`config.mk`:
```
export PLATFORM = sky130hd
export DESIGN_NAME = motor_atributos_flat
export DESIGN_NICKNAME = d
export VERILOG_FILES = /design/src/rtl/motor_atributos_if.sv /design/src/rtl/motor_atributos.sv /design/src/flat_wrapper.sv
export SDC_FILE = /design/constraint.sdc
export NUM_CORES = 1
export LEC_CHECK = 0
export CAP_MARGIN = 40
export CORE_UTILIZATION = 37
export CTS_CLUSTER_DIAMETER = 30
export CTS_CLUSTER_SIZE = 28
export DETAILED_ROUTE_END_ITERATION = 10
export GPL_ROUTABILITY_DRIVEN = 0
export PLACE_DENSITY = 0.52
export SLEW_MARGIN = 5
export SYNTH_ARGS = -nofsm -noshare
export SYNTH_HDL_FRONTEND = slang
export SYNTH_SLANG_ARGS = --single-unit
```
`constraint.sdc`:
```
create_clock -name clk -period 7.35 [get_ports clk]
set_clock_uncertainty 0.05 [all_clocks]
set_input_delay 1.47 -clock clk [delete_from_list [all_inputs] [get_ports clk]]
set_output_delay 1.47 -clock clk [all_outputs]
set_load 0.05 [all_outputs]
```
`src/rtl/motor_atributos_if.sv`:
```
// Action/status bundle for motor_atributos.
// The master drives actions and revive; the slave (the engine) returns channel state.
interface motor_atributos_if #(
   parameter int N_ATTR = 3,
   parameter int WIDTH  = 8
);
   localparam int IDX_W = (N_ATTR > 1) ? $clog2(N_ATTR) : 1;

   logic                      acao_valida;
   logic [IDX_W-1:0]          acao_idx;
   logic [WIDTH-1:0]          acao_ganho;
   logic                      reviver;
   logic [N_ATTR*WIDTH-1:0]   atributos;
   logic [N_ATTR-1:0]         alerta;
   logic                      tick;
   logic                      morreu;

   modport master (
      output acao_valida, acao_idx, acao_ganho, reviver,
      input  atributos, alerta, tick, morreu
   );

   modport slave (
      input  acao_valida, acao_idx, acao_ganho, reviver,
      output atributos, alerta, tick, morreu
   );
endinterface

```
`src/rtl/motor_atributos.sv`:
```
// Attribute engine: N channels that decay on a divided tick, gain from actions,
// saturate, and drive a VIVO/MORTO life-cycle FSM.
module motor_atributos #(
   parameter int                  N_ATTR   = 3,
   parameter int                  WIDTH    = 8,
   parameter int                  INIT_VAL = 128,
   parameter int                  TICK_DIV = 50000000,
   parameter logic [8*N_ATTR-1:0] DECAY    = {8'd3, 8'd2, 8'd1},
   parameter int                  LIMIAR   = 32
) (
   input  logic               clk,
   input  logic               rst_n,
   motor_atributos_if.slave   bus
);
   localparam int IDX_W = (N_ATTR > 1) ? $clog2(N_ATTR) : 1;
   localparam int CW    = $clog2(TICK_DIV);
   localparam logic [WIDTH-1:0] INIT_SAT =
      (longint'(INIT_VAL) >= (longint'(1) << WIDTH)) ? {WIDTH{1'b1}} : WIDTH'(INIT_VAL);
   localparam logic INIT_ALERT = (int'(INIT_SAT) < LIMIAR);

   typedef enum logic {VIVO, MORTO} state_t;

   state_t          state_reg;
   logic            morreu_reg;
   logic [CW-1:0]   tick_cnt_reg;
   logic            tick;
   logic [N_ATTR-1:0] zero_vec;
   logic            any_zero;

   assign tick     = (tick_cnt_reg == CW'(TICK_DIV - 1));
   assign any_zero = |zero_vec;

   // Free-running tick divider; keeps counting while dead.
   always_ff @(posedge clk) begin
      if (!rst_n) begin
         tick_cnt_reg <= '0;
      end else if (tick) begin
         tick_cnt_reg <= '0;
      end else begin
         tick_cnt_reg <= tick_cnt_reg + 1'b1;
      end
   end

   always_ff @(posedge clk) begin
      if (!rst_n) begin
         state_reg  <= VIVO;
         morreu_reg <= 1'b0;
      end else begin
         case (state_reg)
            VIVO: begin
               if (any_zero) begin
                  state_reg  <= MORTO;
                  morreu_reg <= 1'b1;
               end
            end
            MORTO: begin
               if (bus.reviver) begin
                  state_reg  <= VIVO;
                  morreu_reg <= 1'b0;
               end
            end
            default: begin
               state_reg  <= VIVO;
               morreu_reg <= 1'b0;
            end
         endcase
      end
   end

   assign bus.tick   = tick;
   assign bus.morreu = morreu_reg;

   generate
      for (genvar gi = 0; gi < N_ATTR; gi++) begin : g_ch
         localparam logic [7:0] D_LAST = DECAY[8*gi +: 8] - 8'd1;

         logic [WIDTH-1:0]        chan_reg, chan_next;
         logic [7:0]              dcnt_reg, dcnt_next;
         logic                    alerta_reg;
         logic [WIDTH-1:0]        gain_sel;
         logic                    dec;
         logic signed [WIDTH+1:0] sum;

         assign zero_vec[gi] = (chan_reg == '0);
         assign gain_sel = (bus.acao_valida && bus.acao_idx == IDX_W'(gi)) ? bus.acao_ganho : '0;

         always_comb begin
            chan_next = chan_reg;
            dcnt_next = dcnt_reg;
            dec       = 1'b0;
            sum       = '0;
            if (state_reg == MORTO) begin
               dcnt_next = '0;
               if (bus.reviver) begin
                  chan_next = INIT_SAT;
               end
            end else if (any_zero) begin
               // Dying edge: discard this cycle's action and decay.
               dcnt_next = '0;
            end else begin
               if (tick) begin
                  if (dcnt_reg == D_LAST) begin
                     dcnt_next = '0;
                     dec       = 1'b1;
                  end else begin
                     dcnt_next = dcnt_reg + 8'd1;
                  end
               end
               sum = $signed({2'b00, chan_reg}) + $signed({2'b00, gain_sel})
                   - $signed({{(WIDTH+1){1'b0}}, dec});
               if (sum < 0) begin
                  chan_next = '0;
               end else if (sum > $signed({2'b00, {WIDTH{1'b1}}})) begin
                  chan_next = {WIDTH{1'b1}};
               end else begin
                  chan_next = sum[WIDTH-1:0];
               end
            end
         end

         always_ff @(posedge clk) begin
            if (!rst_n) begin
               chan_reg   <= INIT_SAT;
               dcnt_reg   <= '0;
               alerta_reg <= INIT_ALERT;
            end else begin
               chan_reg   <= chan_next;
               dcnt_reg   <= dcnt_next;
               alerta_reg <= (int'(chan_next) < LIMIAR);
            end
         end

         assign bus.atributos[WIDTH*gi +: WIDTH] = chan_reg;
         assign bus.alerta[gi] = alerta_reg;
      end
   endgenerate
endmodule
```
`src/flat_wrapper.sv`:
```
// flat-port wrapper written by rule: the top's interface ports become plain ports
module motor_atributos_flat 
#(
   parameter int                  N_ATTR   = 3,
   parameter int                  WIDTH    = 8,
   parameter int                  INIT_VAL = 128,
   parameter int                  TICK_DIV = 50000000,
   parameter logic [8*N_ATTR-1:0] DECAY    = {8'd3, 8'd2, 8'd1},
   parameter int                  LIMIAR   = 32
)
  (clk, rst_n, bus_acao_valida, bus_acao_idx, bus_acao_ganho, bus_reviver, bus_atributos, bus_alerta, bus_tick, bus_morreu);
  motor_atributos_if #(.N_ATTR(N_ATTR), .WIDTH(WIDTH)) bus_i ();
  input  logic clk;
  input  logic rst_n;
  input wire logic [$bits(bus_i.acao_valida)-1:0] bus_acao_valida;
  input wire logic [$bits(bus_i.acao_idx)-1:0] bus_acao_idx;
  input wire logic [$bits(bus_i.acao_ganho)-1:0] bus_acao_ganho;
  input wire logic [$bits(bus_i.reviver)-1:0] bus_reviver;
  output wire logic [$bits(bus_i.atributos)-1:0] bus_atributos;
  output wire logic [$bits(bus_i.alerta)-1:0] bus_alerta;
  output wire logic [$bits(bus_i.tick)-1:0] bus_tick;
  output wire logic [$bits(bus_i.morreu)-1:0] bus_morreu;
  assign bus_i.acao_valida = bus_acao_valida;
  assign bus_i.acao_idx = bus_acao_idx;
  assign bus_i.acao_ganho = bus_acao_ganho;
  assign bus_i.reviver = bus_reviver;
  assign bus_atributos = bus_i.atributos;
  assign bus_alerta = bus_i.alerta;
  assign bus_tick = bus_i.tick;
  assign bus_morreu = bus_i.morreu;
  motor_atributos #(.N_ATTR(N_ATTR), .WIDTH(WIDTH), .INIT_VAL(INIT_VAL), .TICK_DIV(TICK_DIV), .DECAY(DECAY), .LIMIAR(LIMIAR)) u_core (.clk(clk), .rst_n(rst_n), .bus(bus_i));
endmodule
```
## Word level (Yosys, flattened, before mapping)

Index checks and enable logic that the tools add are counted.

- Bits in registers: 79
- Input port bits: 14
- Output and inout bits: 29
- Word-level logic and storage cells: 91

- Add/subtract/negate cells: 10
- Order comparisons: 9
- Eq/ne operators: 7
- Muxes and demuxes: 39
- Bitwise gates (word level): 2
- Reductions and logical operators: 12

Operators with widths:

| cell | count |
|---|---|
| $mux W8 | 21 |
| $logic_not A8 Y1 | 4 |
| $gt A10 B9 Y1 const B | 3 |
| $lt A10 B1 Y1 const B | 3 |
| $sub A9 B1 Y10 | 3 |
| $add A8 B8 Y9 | 3 |
| $add A26 B1 Y26 const B | 1 |
| $eq A26 B26 Y1 const B | 1 |
| $add A8 B1 Y8 const B | 3 |
| $lt A8 B6 Y1 const B | 3 |
| $mux W1 | 16 |
| $eq A8 B1 Y1 const B | 1 |
| $eq A8 B2 Y1 const B | 1 |
| $reduce_or A5 Y1 | 1 |
| $pmux W1 S2 | 2 |
| $logic_and A1 B1 Y1 | 3 |
| $reduce_or A3 Y1 | 1 |
| $eq A2 B1 Y1 const B | 1 |
| $eq A2 B2 Y1 const B | 1 |
| $logic_not A2 Y1 | 1 |
| $ne A2 B1 Y1 const B | 1 |
| $ne A2 B2 Y1 const B | 1 |
| $not A1 Y1 | 2 |
| $reduce_and A2 Y1 | 1 |
| $reduce_or A2 Y1 | 1 |

## Logic depth before layout (Yosys ltp)

Gate-level depths: netlist of run 1.

- Word-level depth: 12
- Gate-level depth with buffers: 16
- Gate-level depth less buffers: 16

## Worst setup path before layout of run 1

Ideal clock, no wire load.

- Kind: input to register
- Start point: input bus_acao_idx[1]
- End point: register u_core.g_ch[0].alerta_reg
- Library setup time: 0.116 ns
- Arrival: 4.026 ns
- Data required time: 7.184 ns
- Slack: 3.159 ns
- Stages: 10
- Path buffers: 0
- Cells stage by stage: nor3b_1 > nand2_1 > ha_1 > fa_1 > nand2b_1 > a21oi_1 > a311oi_1 > xnor2_1 > o21ai_0 > and3_1

- Longest elaborated chain between the ends: 11
- Elaborated cells between the ends (all ways): 12
- Those cells by class: 2 x add/sub; 3 x order compare; 5 x mux; 2 x reduce/logical

Ends and longest elaborated chain:

| item | line | text |
|---|---|---|
| start: declaration | flat_wrapper.sv:16 | `input wire logic [$bits(bus_i.acao_idx)-1:0] bus_acao_idx;` |
| $logic_not A2 Y1 * | motor_atributos.sv:85 | `assign gain_sel = (bus.acao_valida && bus.acao_idx == IDX_W'(gi)) ? bus.acao_ganho : '0;` |
| $logic_and A1 B1 Y1 * | motor_atributos.sv:85 |  |
| $mux W8 * | motor_atributos.sv:85 |  |
| $add A8 B8 Y9 * | motor_atributos.sv:109 | `sum = $signed({2'b00, chan_reg}) + $signed({2'b00, gain_sel})` |
| $sub A9 B1 Y10 * | motor_atributos.sv:110 | `- $signed({{(WIDTH+1){1'b0}}, dec});` |
| $gt A10 B9 Y1 | motor_atributos.sv:113 | `end else if (sum > $signed({2'b00, {WIDTH{1'b1}}})) begin` |
| $mux W8 | motor_atributos.sv:113 |  |
| $mux W8 * | motor_atributos.sv:111 | `if (sum < 0) begin` |
| $mux W8 * | motor_atributos.sv:97 | `end else if (any_zero) begin` |
| $mux W8 * | motor_atributos.sv:92 | `if (state_reg == MORTO) begin` |
| $lt A8 B6 Y1 * | motor_atributos.sv:129 | `alerta_reg <= (int'(chan_next) < LIMIAR);` |
| end signal: assignment | motor_atributos.sv:129 |  |
| end: declaration | motor_atributos.sv:79 | `logic alerta_reg;` |

Every way passes the cells marked *; elsewhere a longest branch is shown, timed or not.
A chain may end at the register's enable or synchronous reset.

## Final worst setup path of run 1

- Start point: input bus_acao_valida
- End point: register u_core.g_ch[0].alerta_reg

- Longest elaborated chain between the ends: 10
- Elaborated cells between the ends (all ways): 11
- Those cells by class: 2 x add/sub; 3 x order compare; 5 x mux; 1 x reduce/logical

Ends and longest elaborated chain:

| item | line | text |
|---|---|---|
| start: declaration | flat_wrapper.sv:15 | `input wire logic [$bits(bus_i.acao_valida)-1:0] bus_acao_valida;` |
| $logic_and A1 B1 Y1 * | motor_atributos.sv:85 |  |
| $mux W8 * | motor_atributos.sv:85 |  |
| $add A8 B8 Y9 * | motor_atributos.sv:109 |  |
| $sub A9 B1 Y10 * | motor_atributos.sv:110 |  |
| $gt A10 B9 Y1 | motor_atributos.sv:113 |  |
| $mux W8 | motor_atributos.sv:113 |  |
| $mux W8 * | motor_atributos.sv:111 |  |
| $mux W8 * | motor_atributos.sv:97 |  |
| $mux W8 * | motor_atributos.sv:92 |  |
| $lt A8 B6 Y1 * | motor_atributos.sv:129 |  |

Marks and branches as above.

==> key figures, run 1 <==
Run status
  • Status: completed

Power
  • Switch Pwr: 1.227 mW
  • Share of total power in the clock network: 0.157
  • Flop pwr share: 0.222
  • Logic pwr share: 0.621
  • Pwr Density: around 420 nW/um^2
  • P_int: roughly 1.3 mW
  • Leakage Power: 2.601 nW
  • Sw Share: 0.4791
  • Peak supply drop: 0.0002234 V

STA
  • Final min period: 4851 ps
  • Setup tns final: 0 ps
  • Tcrit/Tclk final: 0.6600
  • RSZ-0062 raised after global routing: no
  • Final hold viol count: 0
  • Actual slew at the worst max-slew pin: 832.8 ps
  • Final setup viols: 0
  • Highest Clock Rate: 0.2061 GHz
  • Relative slew slack: 0.4304
  • Max Slew Vio Count: 0

Finish
  • Layout Nets: 794
  • Area of the multi-input gates: 3299 um^2
  • Max reg flops: 26
  • Layout cell share with drive strength beyond 1: 0.03030
  • ANT cells: 0
  • Filler cell count: 1432
  • Reg area: 1582 um^2
  • Post-route core utilization: 0.4407
  • Area Overhead vs Synth: 15.43%

Clock network
  • Post-CTS setup buffer count: 0
  • Root Buffer: clkbuf_16
  • CTS resizes: 0
  • # hold bufs at CTS: 0
  • Num CTS Buffers: 9
  • Skew-Pair Late Insertion Delay: about 340 ps
  • CTS tree: built
  • H-Tree Depth: 3
  • Clock Path Buffers: 2
  • Clk slew on worst S/H paths: ~60 ps
  • Clock sinks: 79

Hold path
  • HP Start: u_core.tick_cnt_reg[0]
  • Hold path cells: 1
  • Hold worst-path end: u_core.tick_cnt_reg[0]
  • Worst Hold Class: reg -> reg

Die
  • Core area: 13930 um^2
  • Die area: approximately 15000 um^2
  • I/O pins: 43
  • Die Y: 121.9 um
  • Cell Rows: 43
  • Die width: 121.9 um
  • Initial Util: 0.3818

Routing
  • First-pass DRT Iterations: 4
  • DRC: 0
  • Post-route ant nets: 0
  • Mean number of vias per cell: between 5 and 6
  • Drt first-iter violations: 228
  • Total number of vias: 4546
  • Total wire length: 12.79 mm
  • DR WL/cell: 14.12 um

Critical path
  • Worst r2r src: u_core.tick_cnt_reg[14]
  • Critical Path Start: bus_acao_valida
  • Required time of the critical path: 7520 ps
  • Worst R2R End: u_core.g_ch[2].chan_reg[4]
  • Startpoint class of the critical path: primary input
  • CP max FO: 8
  • Crit Path Category: in -> reg
  • Setup crit end kind: flop
  • FF-to-FF setup slack: 2810 ps
  • CP arrival: 5020 ps
  • Worst-case reg-to-reg path depth: 15

GRT
  • Total grt overflow: 0
  • Largest net degree at the start of global routing: 25
  • Initial antenna violation count: 0
  • Tot GR Track Use: 0.1852
  • First-pass GRT wire length: around 22 mm
  • Vias in the first global route: 4402

Yosys
  • Mapped Cells: 684
  • Top cells by count, synth: 90 x inv_1, 87 x nor2_1, 79 x dfxtp_1
  • Ys async rst share: 0
  • Syn avg cell area: ~7.8 um^2
  • Top post-synthesis cells by area: dfxtp_1 30%, ha_1 13%, inv_1 6.3%, xor2_1 6.3%, nor2_1 6.1%
  • Library cells used by synthesis: 54
  • Count leader, synth: inv_1
  • Area leader, netlist: dfxtp_1
  • Seq/Total Area, Yosys: 0.2973
  • Top cell type's share of synthesized area: 0.2973
  • Ys Warns: 0
  • Synthesized area: 5320 um^2
  • Synth Flop Type: dfxtp_1
  • Net Count, Synth: 756
  • Number of synthesized register bits: 79
  • Post-synth EDFFs: 0

Placed design
  • Detailed placement HPWL: slightly above 10 mm
  • Port Buf Inserts: 42

Flow run
  • Max Cap Viol: 0
-- power groups by stage --
stage,sequential [mW],clock (mW),combinational (mW)
4_1_cts,0.570,0.414,1.59
3_3_place_gp,0.580,0,1.56
2_1_floorplan,0.730,0,1.03
3_5_place_dp,0.578,0,1.58
5_1_grt,0.578,0.435,1.79
6_report,0.569,0.402,1.59
-- worst max path at each step --
stage	slack, ps	end	cells past startpoint
finish	2500	u_core.g_ch[0].alerta_reg	11
global route	2110	u_core.g_ch[0].alerta_reg	11
CTS	2540	u_core.g_ch[2].chan_reg[3]	13
detailed placement	2190	u_core.g_ch[2].chan_reg[3]	13
global placement	2210	u_core.g_ch[2].chan_reg[3]	13
floorplan	3160	u_core.g_ch[0].alerta_reg	10
-- routing by layer --
layer	vias up	part of all wire	track usage
li1	2390	-	-
met1	2089	0.52	0.2587
met2	55	0.44	0.2857
met3	12	0.028	0.04354
met4	0	0.013	0.04321
met5	-	0	0
-- cell families after synthesis --
kind of cell | count (synthesis) | share of synthesized area
muxes | 3 | 0.005645
adders and majority gates | 58 | 0.1406
DFF | 79 | 0.2973
and+or+nand+nor | 272 | 0.2500
xor gates and xnor gates | 57 | 0.09384
buffers and inverters | 106 | 0.08255
AOI/OAI and AO/OA | 109 | 0.1301
-- through the flow --
stage	hold WS (ps)	power [mW]	instance area [um^2]	setup WS (ps)	cells
6_report	405.5	2.561	6141	2499	906
4_1_cts	415.5	2.575	6141	2537	906
2_1_floorplan	375.8	1.759	5320	3159	684
3_3_place_gp	396.1	2.142	5864	2206	890
5_1_grt	449.5	2.798	6141	2111	906
3_5_place_dp	401.8	2.159	5876	2188	891
-- cells in the final DEF (no fill, tap or decap), types with 14 or more instances in the layout --
| master | n |
|---|---|
| o21ai_0 | 29 |
| xor2_1 | 38 |
| nand3_1 | 18 |
| nand2_1 | 69 |
| inv_1 | 90 |
| nand4_1 | 22 |
| a21oi_1 | 30 |
| nor3_1 | 14 |
| dfxtp_1 | 79 |
| xnor2_1 | 19 |
| and3_1 | 15 |
| nor2_1 | 87 |
| ha_1 | 55 |
| clkdlybuf4s50_1 | 42 |
-- area by class of cell --
| class | count | share of cell area |
|---|---|---|
| Tap cell | 180 | 0.03667 |
| Timing Repair Buffer | 43 | 0.07029 |
| Multi-Input combinational cell | 499 | 0.5373 |
| Inverter | 90 | 0.05501 |
| Clock inverter | 4 | 0.003667 |
| Clock buffer | 11 | 0.03953 |
| Sequential cell | 79 | 0.2575 |
-- worst max-delay path: stages --
cell and delay [ps]:
clkdlybuf4s50_1 490, nor3b_1 670, nand2_1 120, ha_1 350
fa_1 480, nand2b_1 190, a21oi_1 220, a311oi_1 150
xnor2_1 490, o21ai_0 210, and3_1 170
Note: power is estimated with default switching activity, not from simulation.
==> run 2: changes to the inputs <==
Settings changed: PLACE_DENSITY 0.52 to 0.54.
Clock period 7.35 ns to 4.3 ns, I/O delays scaled along.
==> run 2 against run 1 <==
  * Via count up 3.3%
  * Largest power group unchanged
  * Sequential share of layout area down 0.88 points
  * Largest cell class unchanged
  * First-iteration DRC count is 50% higher
==> key figures, run 2 (synthesized netlist as in run 1, its figures left out) <==
Finish
  • Most frequent cells in the layout: 90 x inv_1, 85 x nor2_1, 79 x dfxtp_1
  • Area Overhead vs Synth: 19.52%
  • Layout cell share with drive strength beyond 1: 0.06443 (+0.03413)
  • Max reg flops: 26 (unchanged)
  • Leading cell type in the layout, fill and taps excluded: inv_1
  • ANT cells: 0 (unchanged)
  • Design Area, Final: 6359 um^2 (+3.5%)
  • Filler cell count: 1410 (-1.5%)
  • Layout Nets: 812 (+2.3%)
  • Non-filler instance count after layout: 925 (+2.1%)

Clock network
  • Clock sinks: 79 (unchanged)
  • H-Tree Depth: 3 (unchanged)
  • CTS tree: built
  • Root Buffer: clkbuf_16
  • Num CTS Buffers: 9 (unchanged)
  • Clock Path Buffers: 2 (unchanged)
  • Clk slew on worst S/H paths: 60 ps (about the same)
  • Skew-Pair Late Insertion Delay: 340 ps (about the same)
  • # hold bufs at CTS: 0 (unchanged)

Placed design
  • Port Buf Inserts: 42 (unchanged)
  • Placed Cells: 905 (+1.6%)
  • Detailed placement HPWL: 9.989 mm (-0.63%)
  • DP Area: 5977 um^2 (+1.7%)

Hold path
  • Worst Hold Class: reg -> reg

Routing
  • DRC: 0 (unchanged)
  • Drt first-iter violations: 341 (+50%)
  • Post-route ant nets: 0 (unchanged)
  • Mean number of vias per cell: 5.079 (+1.2%)
  • DR WL/cell: 13.97 um (-1.1%)
  • First-pass DRT Iterations: 4 (unchanged)
  • Total number of vias: 4698 (+3.3%)
  • Total wire length: 12.92 mm (+1.0%)

Critical path
  • Setup crit end kind: flop
  • CP max FO: 4 (-4)
  • Startpoint class of the critical path: flop
  • Crit Path Category: reg -> reg
  • CP arrival: 4230 ps (-790 ps)
  • Required time of the critical path: 4510 ps (-3010 ps)
  • Worst path slowest cell: or4b_4
  • Crit-path cells: or4b_4 -> nor4_4 -> nand4_1 -> buf_4 -> nor2_1 -> ha_1 -> inv_1 -> ha_1 -> inv_1 -> fa_1 -> nand2b_2 -> a211o_1 -> a221oi_4 -> nor2b_1 -> a21oi_1 -> o21ai_0
  • CP max stage delay: 550 ps (-120 ps)
  • Worst path top cell family by delay: simple AND/OR/NAND/NOR gates
  • Critical path buffers and inverters: 3 (+2)

STA
  • Final hold viol count: 0 (unchanged)
  • Final min period: 4021 ps
  • Setup tns final: 0 ps (unchanged)
  • Max Slew Vio Count: 0 (unchanged)
  • Actual slew at the worst max-slew pin: 824.0 ps (-8.822 ps)
  • Tcrit/Tclk final: 0.9352
  • Final setup viols: 0 (unchanged)
  • Highest Clock Rate: between 0.2 and 0.25 GHz
  • Relative slew slack: 0.4493 (+0.01891)

Power
  • Peak supply drop: 0.0003478 V (+56%)
  • Leakage Power: 2.714 nW (+4.4%)
  • Pwr Density: 736.0 nW/um^2 (+76%)

Die
  • I/O pins: 43 (unchanged)
  • Core area: 13930 um^2 (unchanged)
  • Die Y: 121.9 um (unchanged)
  • Initial Util: 0.3818 (unchanged)
  • Cell Rows: 43 (unchanged)
  • Die width: 121.9 um (unchanged)
  • Die area: 14860 um^2 (unchanged)

GRT
  • Vias in the first global route: 4481 (+1.8%)
  • First-pass GRT wire length: 21.53 mm (-0.29%)
  • Initial antenna violation count: 0 (unchanged)
  • Total grt overflow: 0 (unchanged)
  • Tot GR Track Use: 0.1850 (-0.0002105)
  • Largest net degree at the start of global routing: 25 (unchanged)

Flow run
  • Max Cap Viol: 0 (unchanged)

Run status
  • Status: completed
[run 2: changes by cell type in the layout (fill, tap and decap cells not counted), moves of 2 or more]
cell and change:
a21oi_2 +2, a21oi_1 -3, buf_4 +19, clkinv_2 -2
nor2_1 -2, nor2_2 +2
[run 2: path summary, 6_finish.rpt]
kind	depth (start not counted)	from	endpoint	slack, ps
hold reg to reg	1	u_core.tick_cnt_reg[0]	u_core.tick_cnt_reg[0]	430
setup / recovery	16	u_core.tick_cnt_reg[18]	u_core.g_ch[1].chan_reg[2]	280
hold / removal	1	u_core.tick_cnt_reg[0]	u_core.tick_cnt_reg[0]	430
setup reg to reg	16	u_core.tick_cnt_reg[18]	u_core.g_ch[1].chan_reg[2]	280
[run 2: what timing repair did]
item | 4_1_cts | 5_1_grt
pin swaps | 0 | 4
buffers inserted | 0 | 4
gates resized for setup | 1 | 8
endpoints found under the setup margin | 1 | 20
[run 2: worst reg2reg max path: cells and delay by family (launching register included)]
kind                     cells  cell delay, ps
adder cells (fa/ha/maj)      3             810
AND/OR/NAND/NOR              6            1530
flip-flops                   1             330
AO/OA/AOI/OAI                4             900
buffers and inverters        3             320
[run 2: cell type report]
cell class,count,area [um^2],share of cell area
Timing Repair Buffer,61,563.0,0.08855
Tap cell,180,225.2,0.03542
Multi-Input combinational cell,499,3343,0.5258
Clock buffer,12,256.5,0.04034
Sequential cell,79,1582,0.2487
Inverter,90,337.8,0.05313
Clock inverter,4,51.30,0.008068
[run 2: per-layer routing]
layer	GRT usage	part of all wire	vias up
met5	0	0	-
met4	0.05864	0.0054	0
met3	0.03511	0.037	5
met2	0.2938	0.45	61
met1	0.2508	0.51	2191
li1	-	-	2441
[run 2: report_power, final]
group          leakage [nW]  switching [mW]  internal (mW)
Sequential            0.644           0.108          0.853
Combinational          1.92            1.77           1.17
Clock                 0.149           0.303          0.482
Total                  2.71            2.18           2.50
[run 2: metrics by stage]
stage | total power, mW | worst slack [ps] | utilization | hold WS, ps
2_1_floorplan | 3.007 | 481.1 | - | 375.8
3_3_place_gp | 3.734 | 111.2 | 0.4289 | 389.7
3_5_place_dp | 3.778 | 24.37 | 0.4289 | 412.8
4_1_cts | 4.596 | 78.29 | 0.4515 | 426.5
5_1_grt | 5.087 | -2.069 | 0.4563 | 457.0
6_report | 4.680 | 278.8 | 0.4563 | 425.8
==> run 3: changes to the inputs <==
Settings changed: GPL_TIMING_DRIVEN from default to 0, PLACE_DENSITY 0.54 to default.
Clock period 4.3 ns to 3.75 ns, I/O delays scaled along.
==> run 3 against run 2 <==
  * The flow now finishes with violations (negative setup slack)
  * Setup slack worse by 290 ps
  * Critical endpoint is now u_core.g_ch[2].alerta_reg
  * Sequential share of layout area fell by 1.7 points
  * Wire length increased by 2.6%
  * First-iteration DRC count down 34%
  * Die area unchanged
  * Worst hold slack worse by 5.4 ps
  * Global-route usage barely moved
  * Clock power grew 8.5%
  * Sequential cell count is the same
  * Critical path depth fell by 3
==> key figures, run 3 (synthesized netlist as in run 1, its figures left out) <==
Die
  • I/O pins: 43 (unchanged)
  • Die width: 121.9 um (unchanged)
  • Initial Util: 0.3818 (unchanged)
  • Core area: 13930 um^2 (unchanged)
  • Cell Rows: 43 (unchanged)
  • Die Y: 121.9 um (unchanged)
  • Die area: 14860 um^2 (unchanged)

STA
  • Final min period: 3761 ps
  • Final setup viols: 1 (+1)
  • RSZ-0062 raised after global routing: yes
  • Setup tns final: -11.12 ps (-11.12 ps)
  • Hold Slack: 420.4 ps (-5.374 ps)
  • Actual slew at the worst max-slew pin: 591.9 ps (-232.1 ps)
  • Tcrit/Tclk final: 1.003
  • Final hold viol count: 0 (unchanged)
  • Max Slew Vio Count: 0 (unchanged)
  • Relative slew slack: 0.6054 (+0.1561)
  • Final worst setup slack: -11.12 ps (-289.9 ps)
  • Highest Clock Rate: approximately 0.27 GHz

Finish
  • Layout cell share with drive strength beyond 1: 0.1520 (+0.08760)
  • ANT cells: 0 (unchanged)
  • Max reg flops: 26 (unchanged)
  • Non-filler instance count after layout: 943 (+1.9%)
  • Post-route core utilization: 0.4905 (+0.03421)
  • Most frequent cells in the layout: 84 x inv_1, 77 x nor2_1, 77 x dfxtp_1
  • Layout Nets: 830 (+2.2%)
  • Area Overhead vs Synth: 28.48%
  • Design Area, Final: 6835 um^2 (+7.5%)
  • Leading cell type in the layout, fill and taps excluded: inv_1

Power
  • Pwr Density: 850.2 nW/um^2 (+16%)
  • Overall power: 5.812 mW (+24%)
  • Peak supply drop: 0.0005227 V (+50%)
  • Leakage Power: 2.883 nW (+6.2%)

Placed design
  • DP Area: 5978 um^2 (about the same)
  • Detailed placement HPWL: 9.871 mm (-1.2%)
  • Pre-CTS setup slack: -960.3 ps (-984.6 ps)
  • Port Buf Inserts: 42 (unchanged)
  • Placed Cells: 906 (+0.11%)

Run status
  • Status: complete, but fails checks
  • Failing checks: negative setup slack

Critical path
  • CP max stage delay: 550 ps (about the same)
  • Worst-case reg-to-reg path depth: 16 (unchanged)
  • FF-to-FF setup slack: 10 ps (-270 ps)
  • Startpoint class of the critical path: primary input
  • Required time of the critical path: 3960 ps (-550 ps)
  • Worst path slowest cell: clkdlybuf4s50_1
  • Setup crit end kind: flop
  • Critical path buffers and inverters: 2 (-1)
  • Worst Setup EP: u_core.g_ch[2].alerta_reg
  • CP arrival: 3970 ps (-260 ps)
  • Crit-path cells: clkdlybuf4s50_1 -> nand2_1 -> nor2_4 -> nand2_1 -> ha_1 -> inv_1 -> ha_1 -> a211oi_2 -> o21ai_2 -> xnor2_1 -> or4_1 -> o21a_1 -> nor3_2
  • Critical Path Start: bus_acao_idx[1]
  • Crit path depth: 13 (-3)
  • Worst r2r src: u_core.tick_cnt_reg[16]
  • Worst R2R End: u_core.g_ch[2].alerta_reg
  • CP max FO: 8 (+4)
  • Worst path top cell family by delay: simple AND/OR/NAND/NOR gates
  • Crit Path Category: in -> reg

Clock network
  • Num CTS Buffers: 9 (unchanged)
  • Clock sinks: 79 (unchanged)
  • Skew-Pair Late Insertion Delay: 340 ps (about the same)
  • # hold bufs at CTS: 0 (unchanged)
  • CTS tree: built
  • Clk slew on worst S/H paths: 60 ps (about the same)
  • Clock Path Buffers: 2 (unchanged)
  • H-Tree Depth: 3 (unchanged)
  • Root Buffer: clkbuf_16

Routing
  • DRC: 0 (unchanged)
  • Post-route ant nets: 0 (unchanged)
  • Mean number of vias per cell: 5.134 (+1.1%)
  • Total wire length: 13.25 mm (+2.6%)
  • Total number of vias: 4841 (+3.0%)
  • DR WL/cell: 14.05 um (+0.63%)
  • Drt first-iter violations: 224 (-34%)
  • First-pass DRT Iterations: 5 (+1)

Flow run
  • Max Cap Viol: 0 (unchanged)

GRT
  • Initial antenna violation count: 0 (unchanged)
  • Largest net degree at the start of global routing: 15 (-40%)
  • First-pass GRT wire length: 21.60 mm (+0.32%)
  • Vias in the first global route: 4568 (+1.9%)
  • Total grt overflow: 0 (unchanged)
  • Tot GR Track Use: 0.1853 (+0.0003326)

Hold path
  • Hold path cells: 1 (unchanged)
  • HP Start: u_core.tick_cnt_reg[0]
  • Worst Hold Class: reg -> reg
[run 3: cell count changes in the layout (fill, tap and decap cells not counted), moves of 8 or more]
| cell | previous run | this run |
|---|---|---|
| o21ai_0 | 29 | 6 |
| buf_6 | 0 | 8 |
| nor2_1 | 85 | 77 |
| o21ai_1 | 1 | 20 |
[run 3: routing by layer]
layer,wire length (um),track usage
met1,6353,0.2446
met2,6191,0.3012
met3,442,0.03464
met4,265,0.06327
met5,0,0
[run 3: worst min-delay path by stage]
stage                            endpoint
2_1_floorplan      u_core.tick_cnt_reg[0]
3_3_place_gp       u_core.tick_cnt_reg[0]
3_5_place_dp       u_core.tick_cnt_reg[0]
4_1_cts            u_core.tick_cnt_reg[0]
5_1_grt        u_core.g_ch[0].chan_reg[4]
6_report           u_core.tick_cnt_reg[0]
[run 3: repair_timing]
item | CTS | global route
setup endpoints to repair | 27 | 27
setup buffers | 10 | 12
pin swaps | 14 | 18
hold endpoints to repair | 0 | 0
resized for setup | 38 | 74
[run 3: area by class of cell]
class | instances | area, um^2
inverter | 90 | 345.3
timing repair buffer | 64 | 609.3
clock buffer | 11 | 252.7
fill | 1320 | 7099
buffer | 15 | 97.59
tap | 180 | 225.2
clock inverter | 5 | 40.04
multi-input combinational | 499 | 3679
sequential | 79 | 1587
[run 3: power by group]
group,total [mW],leakage [nW],switching (mW),internal [mW]
clock network,0.853,0.146,0.362,0.490
registers,1.10,0.645,0.123,0.977
logic,3.86,2.09,2.29,1.57
[run 3: worst reg2reg max path, delay by kind of cell (launching register included)]
family	cells	cell delay [ps]
AOI/OAI and AO/OA	2	320
adders and majority gates	3	750
buffers and inverters	3	280
DFF	1	350
muxes	1	160
and+or+nand+nor	7	1760
